## config.mk

```make
export PLATFORM = sky130hd
export DESIGN_NAME = uart_work_rx
export DESIGN_NICKNAME = d
export VERILOG_FILES = /design/src/rtl/uart_work_rx.sv
export SDC_FILE = /design/constraint.sdc
export NUM_CORES = 1
export LEC_CHECK = 0
export CAP_MARGIN = 20
export CORE_MARGIN = 2
export CORE_UTILIZATION = 57
export DETAILED_ROUTE_END_ITERATION = 8
export GPL_TIMING_DRIVEN = 0
export PLACE_DENSITY = 0.82
export SLEW_MARGIN = 25
export SYNTH_ARGS = -nofsm -noshare
export SYNTH_HDL_FRONTEND = slang
export SYNTH_SLANG_ARGS = --single-unit
```

## constraint.sdc

```tcl
create_clock -name clock -period 2.75 [get_ports clock]
set_input_delay 0.275 -clock clock [delete_from_list [all_inputs] [get_ports clock]]
set_output_delay 0.275 -clock clock [all_outputs]
set_load 0.005 [all_outputs]
```

## src/rtl/uart_work_rx.sv

```systemverilog
// UART receiver that packs bytes big-endian into 32-bit work words and flags complete units.
// Define UART_RX_PARITY_EN for 8E1 framing; a bad parity bit is handled like a bad stop bit.
module uart_work_rx #(
    parameter int CLKS_PER_BIT = 868,
    parameter int WORDS        = 19,
    parameter int TIMEOUT_BITS = 20
) (
    input  logic        clock,
    input  logic        reset,
    input  logic        rxd,
    output logic [31:0] word_data,
    output logic [4:0]  word_addr,
    output logic        word_we,
    output logic        work_valid,
    output logic        frame_error,
    output logic        timeout,
    output logic        rx_busy
);
    localparam int TIMEOUT_CYCLES = TIMEOUT_BITS * CLKS_PER_BIT;
    localparam int TIMER_MAX      = (TIMEOUT_CYCLES > CLKS_PER_BIT) ? TIMEOUT_CYCLES : CLKS_PER_BIT;
    localparam int TW             = $clog2(TIMER_MAX + 1);

    localparam logic [TW-1:0] HALF_LOAD  = TW'(CLKS_PER_BIT / 2 - 1);
    localparam logic [TW-1:0] BIT_LOAD   = TW'(CLKS_PER_BIT - 1);
    localparam logic [TW-1:0] IDLE_LIMIT = TW'(TIMEOUT_CYCLES - 1);
    localparam logic [4:0]    LAST_WORD  = 5'(WORDS - 1);

    typedef enum logic [2:0] {
        IDLE,
        START,
        DATA,
`ifdef UART_RX_PARITY_EN
        PARITY,
`endif
        STOP,
        WAIT_HIGH
    } state_t;

    state_t        state;
    logic          rx_meta;
    logic          rxs;
    logic [TW-1:0] timer;
    logic [2:0]    bit_idx;
    logic [7:0]    rx_byte;
    logic [31:0]   shift_word;
    logic [1:0]    byte_cnt;
    logic [4:0]    word_cnt;
    logic [31:0]   next_word;
    logic          frame_ok;

`ifdef UART_RX_PARITY_EN
    logic          parity_bad;
    assign frame_ok = rxs && !parity_bad;
`else
    assign frame_ok = rxs;
`endif

    assign next_word = {shift_word[23:0], rx_byte};

    // rxd is asynchronous; reset to idle-high so reset never looks like a start bit
    always_ff @(posedge clock) begin
        if (!reset) begin
            rx_meta <= 1'b1;
            rxs     <= 1'b1;
        end else begin
            rx_meta <= rxd;
            rxs     <= rx_meta;
        end
    end

    // The bit timer doubles as the inter-byte idle counter while in IDLE
    always_ff @(posedge clock) begin
        if (!reset) begin
            state       <= IDLE;
            timer       <= '0;
            bit_idx     <= '0;
            rx_byte     <= '0;
            shift_word  <= '0;
            byte_cnt    <= '0;
            word_cnt    <= '0;
            word_data   <= '0;
            word_addr   <= '0;
            word_we     <= 1'b0;
            work_valid  <= 1'b0;
            frame_error <= 1'b0;
            timeout     <= 1'b0;
            rx_busy     <= 1'b0;
`ifdef UART_RX_PARITY_EN
            parity_bad  <= 1'b0;
`endif
        end else begin
            word_we     <= 1'b0;
            work_valid  <= 1'b0;
            frame_error <= 1'b0;
            timeout     <= 1'b0;
            case (state)
                IDLE: begin
                    if (!rxs) begin
                        state   <= START;
                        timer   <= HALF_LOAD;
                        rx_busy <= 1'b1;
                    end else if (byte_cnt != '0 || word_cnt != '0) begin
                        if (timer == IDLE_LIMIT) begin
                            timeout  <= 1'b1;
                            byte_cnt <= '0;
                            word_cnt <= '0;
                            timer    <= '0;
                        end else begin
                            timer <= timer + 1'b1;
                        end
                    end
                end
                START: begin
                    if (timer == '0) begin
                        if (!rxs) begin
                            state   <= DATA;
                            timer   <= BIT_LOAD;
                            bit_idx <= '0;
                        end else begin
                            state   <= IDLE;
                            timer   <= '0;
                            rx_busy <= 1'b0;
                        end
                    end else begin
                        timer <= timer - 1'b1;
                    end
                end
                DATA: begin
                    if (timer == '0) begin
                        rx_byte <= {rxs, rx_byte[7:1]};
                        timer   <= BIT_LOAD;
                        bit_idx <= bit_idx + 1'b1;
                        if (bit_idx == 3'd7) begin
`ifdef UART_RX_PARITY_EN
                            state <= PARITY;
`else
                            state <= STOP;
`endif
                        end
                    end else begin
                        timer <= timer - 1'b1;
                    end
                end
`ifdef UART_RX_PARITY_EN
                PARITY: begin
                    if (timer == '0) begin
                        parity_bad <= ^{rx_byte, rxs};
                        timer      <= BIT_LOAD;
                        state      <= STOP;
                    end else begin
                        timer <= timer - 1'b1;
                    end
                end
`endif
                STOP: begin
                    if (timer == '0) begin
                        timer <= '0;
                        if (frame_ok) begin
                            state      <= IDLE;
                            rx_busy    <= 1'b0;
                            shift_word <= next_word;
                            if (byte_cnt == 2'd3) begin
                                word_we   <= 1'b1;
                                word_data <= next_word;
                                word_addr <= word_cnt;
                                byte_cnt  <= '0;
                                if (word_cnt == LAST_WORD) begin
                                    work_valid <= 1'b1;
                                    word_cnt   <= '0;
                                end else begin
                                    word_cnt <= word_cnt + 1'b1;
                                end
                            end else begin
                                byte_cnt <= byte_cnt + 1'b1;
                            end
                        end else begin
                            frame_error <= 1'b1;
                            byte_cnt    <= '0;
                            word_cnt    <= '0;
                            state       <= WAIT_HIGH;
                        end
                    end else begin
                        timer <= timer - 1'b1;
                    end
                end
                WAIT_HIGH: begin
                    if (rxs) begin
                        state   <= IDLE;
                        timer   <= '0;
                        rx_busy <= 1'b0;
                    end
                end
                default: begin
                    state   <= IDLE;
                    timer   <= '0;
                    rx_busy <= 1'b0;
                end
            endcase
        end
    end
endmodule

```

### After elaboration in Yosys (flattened, before gate mapping)

Index checks and enable logic that the tools add are counted.

| word-level totals | value |
|---|---|
| register bits after elaboration | 104 |
| input bits | 3 |
| output and inout bits | 42 |
| logic and storage cells | 109 |

| operators by class | value |
|---|---|
| add/sub/neg operators | 5 |
| equal/unequal tests | 21 |
| mux-type cells | 45 |
| bitwise gates (word level) | 1 |
| reduce and logical (&&, ||, !) cells | 21 |

Operators with widths:

| operator | number |
|---|---|
| $mux W15 | 7 |
| $pmux W15 S5 | 1 |
| $mux W5 | 7 |
| $mux W3 | 10 |
| $ne A2 B2 Y1 const B | 10 |
| $reduce_and A4 Y1 | 4 |
| $add A15 B1 Y15 const B | 1 |
| $eq A15 B15 Y1 const B | 1 |
| $logic_not A15 Y1 | 1 |
| $pmux W3 S5 | 1 |
| $sub A15 B1 Y15 const B | 1 |
| $mux W2 | 7 |
| $reduce_and A6 Y1 | 2 |
| $mux W10 | 1 |
| $pmux W5 S2 | 1 |
| $reduce_and A5 Y1 | 2 |
| $reduce_and A3 Y1 | 3 |
| $mux W1 | 7 |
| $eq A3 B2 Y1 const B | 2 |
| $eq A3 B3 Y1 const B | 2 |
| $ne A3 B3 Y1 const B | 2 |
| $pmux W3 S2 | 1 |
| $reduce_bool A2 Y1 | 3 |
| $add A5 B1 Y5 const B | 1 |
| 14 further kinds | 15 |

### Longest topological paths before layout

| depth | value |
|---|---|
| depth in word-level cells | 6 |
| mapped depth | 10 |
| gate-level depth less buffers | 7 |

### Least setup slack after synthesis

No wires, ideal clock.

| path | value |
|---|---|
| kind | register to register |
| from | register timer[0] |
| to | register timer[9] |
| data arrival time | 1.936 ns |
| required time | 2.692 ns |
| setup slack | 0.756 ns |
| cell stages (with the launch flop) | 8 |
| cells stage by stage | dfxtp_1 -> ha_1 -> and4_1 -> and4_1 -> buf_4 -> or4_4 -> nor3b_1 -> a211o_1 |

| between the ends | value |
|---|---|
| cells in the longest elaborated chain, start to end | 5 |

Ends and longest elaborated chain:

| what | RTL line | source |
|---|---|---|
| from (decl) | 42 | `logic [TW-1:0] timer;` |
| from (signal assigned) | 109 | `timer <= timer + 1'b1;` |
| from (signal assigned) | 125 | `timer <= timer - 1'b1;` |
| from (signal assigned) | 141 | `timer <= timer - 1'b1;` |
| $add A15 B1 Y15 or $eq A15 B15 Y1 (tied branches) | 109, 103 |  |
| $mux W15 | 103 | `if (timer == IDLE_LIMIT) begin` |
| $mux W15 | 102 | `end else if (byte_cnt != '0 \|\| word_cnt != '0) begin` |
| $mux W15 | 98 | `if (!rxs) begin` |
| $pmux W15 S5 (*) | 96 | `case (state)` |

Every way passes the cells marked *; elsewhere a longest branch is shown, timed or not. The select of a mux whose other input is x is not followed.
A chain may end at the register's enable or synchronous reset.

### Final worst setup path

| path | value |
|---|---|
| from | register timer[0] |
| to | register timer[1] |

Same word-level chain as after synthesis.

==> results_dict.tcl <==
set metrics [dict create \
    synth-seq-area-share_pct 42.31 \
    synth.distinct_cells 68 \
    cp-start-kind "flop" \
    setup_viol 0 \
    ctsHoldBuffers 0 \
    slowest_stage "dfxtp_1" \
    min_period_ns 2.469 \
    insertion_delay_ns 0.38 \
    cts_made_buffers 9 \
    path_clk_slew_ns 0.12 \
    grt_overflow 0 \
    final.setup_skew_ns 0.01608 \
    syn_inst 621 \
    grt_max_degree 21 \
    synth_area_leaders "dfxtp_1 (42%), nand2_1 (12%), a21oi_1 (8.9%)" \
    cts.sinks 104 \
    synthTopCellsByCount "nand2_1 (159), dfxtp_1 (104), a21oi_1 (88)" \
    drt_wl_total_mm 12.97 \
    vdd_drop_max_mv 0.4109 \
    root_buffer "clkbuf_8" \
    syn_to_final_growth_pct 15.87 \
    yosysTopAreaCellShare_pct 42.31 \
    crit_fanout 10 \
    maxCapViolCount 0 \
    final_core_util_pct 68.70 \
    start_util_pct 59.29 \
    outcome "finished clean" \
    cts_buffer_depth 2 \
    core-area_um2 8299 \
    worst_setup_path_end_kind "flop" \
    drt_first_iter_violations 292 \
    power_density_nw_per_um2 587.9 \
    vias 4703 \
    netlist_area_um2 4921 \
    grt_pass1_vias 4428 \
    p_leak_nw 1.999 \
    synthArstFlopShare_pct 0 \
    grt_use_total_pct 27.70 \
    crit_path_cell_trace "inv_1 > ha_1 > nor4b_1 > nand4_1 > buf_2 > a21oi_1 > a211oi_1 > a221o_1" \
    viasPerCell 5.991 \
    drive_above_1_share_pct 9.559 \
    worst_pin_slew_ns 0.7100 \
    first_pass_iters 5 \
    synth.avg_cell_area_um2 7.924 \
    crit_buf_inv 2 \
    hpwl_mm 9.226 \
    holdWs_ns 0.4057 \
    cp_slowest_stage_delay_ns 0.41 \
    hold_path_class "in -> reg" \
    die_width_um 96.92 \
    grt_pass1_wl_mm 21.63 \
    synthesis.nets 634 \
    route.detailed.drc 0 \
    synth_seq_cells 104 \
    fmax_mhz 405.0 \
    finalSetupTns_ns 0 \
    cts_tree "built" \
    yosysMostFrequentCell "nand2_1" \
    ys.flop_type "dfxtp_1" \
    cpLargestDelayFamily "compound AO/OA/AOI/OAI gates" \
    wl_per_cell_um 16.52 \
    critical_path_arrival_ns 2.73 \
    port_buffers 43 \
    synth-edff-count 0 \
    synth_top_area_cell "dfxtp_1" \
    final_hold_viol_count 0 \
    antenna_found_initial 0 \
    insertedDiodeCount 0 \
    post-route-period-util_pct 89.78 \
    crit_type "reg -> reg" \
    fin_nets 688 \
    core.rowCount 33 \
    synth_warnings 0 \
    drv_slew 0 \
    htree_levels 3 \
    required_ns 3.01 \
    design.portCount 45 \
    gp_congestion 0.9795 \
    final_antenna_net_count 0 \
    relSlewSlack_pct 52.00 \
    dieHeight_um 96.92 \
    rsz0062_at_grt "false" \
    fp.dieArea_um2 9393 \
]
cell type report:
type	instances	area, um2
Buffer	48	266.5
Clock buffer	9	123.9
Multi-Input combinational cell	456	2529
Timing Repair Buffer	43	430.4
Sequential cell	104	2082
Fill cell	671	2597
Inverter	13	48.80
Clock inverter	7	90.09
Tap cell	105	131.4
tightest hold or removal path: stages:
cell and delay, ns:
clkbuf_1 0.23, nand2b_1 0.19, a21oi_1 0.05
flip-flops by register name, indices dropped and copies added, names as in the netlist:
name	flops
frame_error	1
byte_cnt	2
timer	15
word_addr	5
work_valid	1
bit_idx	3
word_cnt	5
frame_ok	1
word_data	32
rx_busy	1
word_we	1
rx_byte	8
shift_word	24
timeout	1
state	3
rx_meta	1
placed cells by master (no fill, tap or decap), drive strengths merged, types with 6 or more instances in the layout:
cell type	netlist	routed
a21oi	88	88
a221oi	10	10
and3	9	9
buf	27	27
clkbuf	21	30
clkdlybuf4s50	0	43
dfxtp	104	104
ha	10	10
inv	13	19
nand2	159	159
nand2b	6	6
nand3	29	29
nand4	6	6
nor2	29	29
nor4	9	9
o21ai	9	9
or2	6	6
logic make-up after synthesis:
| kind of cell | count (synthesis) | share of synthesized area [%] |
|---|---|---|
| multiplexers | 3 | 0.6356 |
| XOR/XNOR | 3 | 0.5340 |
| AND/OR/NAND/NOR | 283 | 27.36 |
| flip-flops | 104 | 42.31 |
| AO/OA/AOI/OAI | 157 | 20.21 |
| adder cells (fa/ha/maj) | 10 | 2.543 |
| buffers and inverters | 61 | 6.407 |
where the power goes:
group | switching (mW) | total (mW) | internal, mW
clock | 0.592 | 1.04 | 0.451
combinational | 0.458 | 0.716 | 0.258
sequential | 0.0426 | 1.59 | 1.55
layer usage:
metal  part of all wire [%]  wire length [um]  vias to the layer above  track usage, %
met5                      0                 0                        -               0
met4                    1.8               231                        0           7.367
met3                    7.1               917                       22           5.491
met2                     46              5959                      204           44.39
met1                     45              5858                     2191           38.33
li1                       -                 -                     2286               -
through the flow:
step | area [um2] | power, mW | instances | worst slack [ns]
2_1_floorplan | 4921 | 2.140 | 621 | 0.7563
3_3_place_gp | 5483 | 2.299 | 769 | 0.2207
3_5_place_dp | 5483 | 2.318 | 769 | 0.2092
4_1_cts | 5697 | 3.350 | 785 | 0.1686
5_1_grt | 5702 | 3.503 | 785 | 0.1500
6_report | 5702 | 3.352 | 785 | 0.2811
repair_timing:
| item | in CTS | in global routing |
|---|---|---|
| buffers inserted | 0 | 0 |
| setup endpoints to repair | 0 | 4 |
| hold endpoints to repair | 0 | 0 |
| gates resized for setup | 0 | 1 |
final timing paths:
kind / startpoint / to / slack (ns) / cells past startpoint
worst max-delay path: timer[0]$_SDFFE_PN0P_ / timer[1]$_SDFFE_PN0P_ / 0.28 / 8
worst min-delay path: reset / state[2]$_SDFFE_PN0P_ / 0.41 / 3
worst max register to register: timer[0]$_SDFFE_PN0P_ / timer[1]$_SDFFE_PN0P_ / 0.28 / 8
worst min register to register: rx_meta$_SDFF_PN1_ / frame_ok$_SDFF_PN1_ / 0.43 / 1
Power figures use the tool's default switching activity.
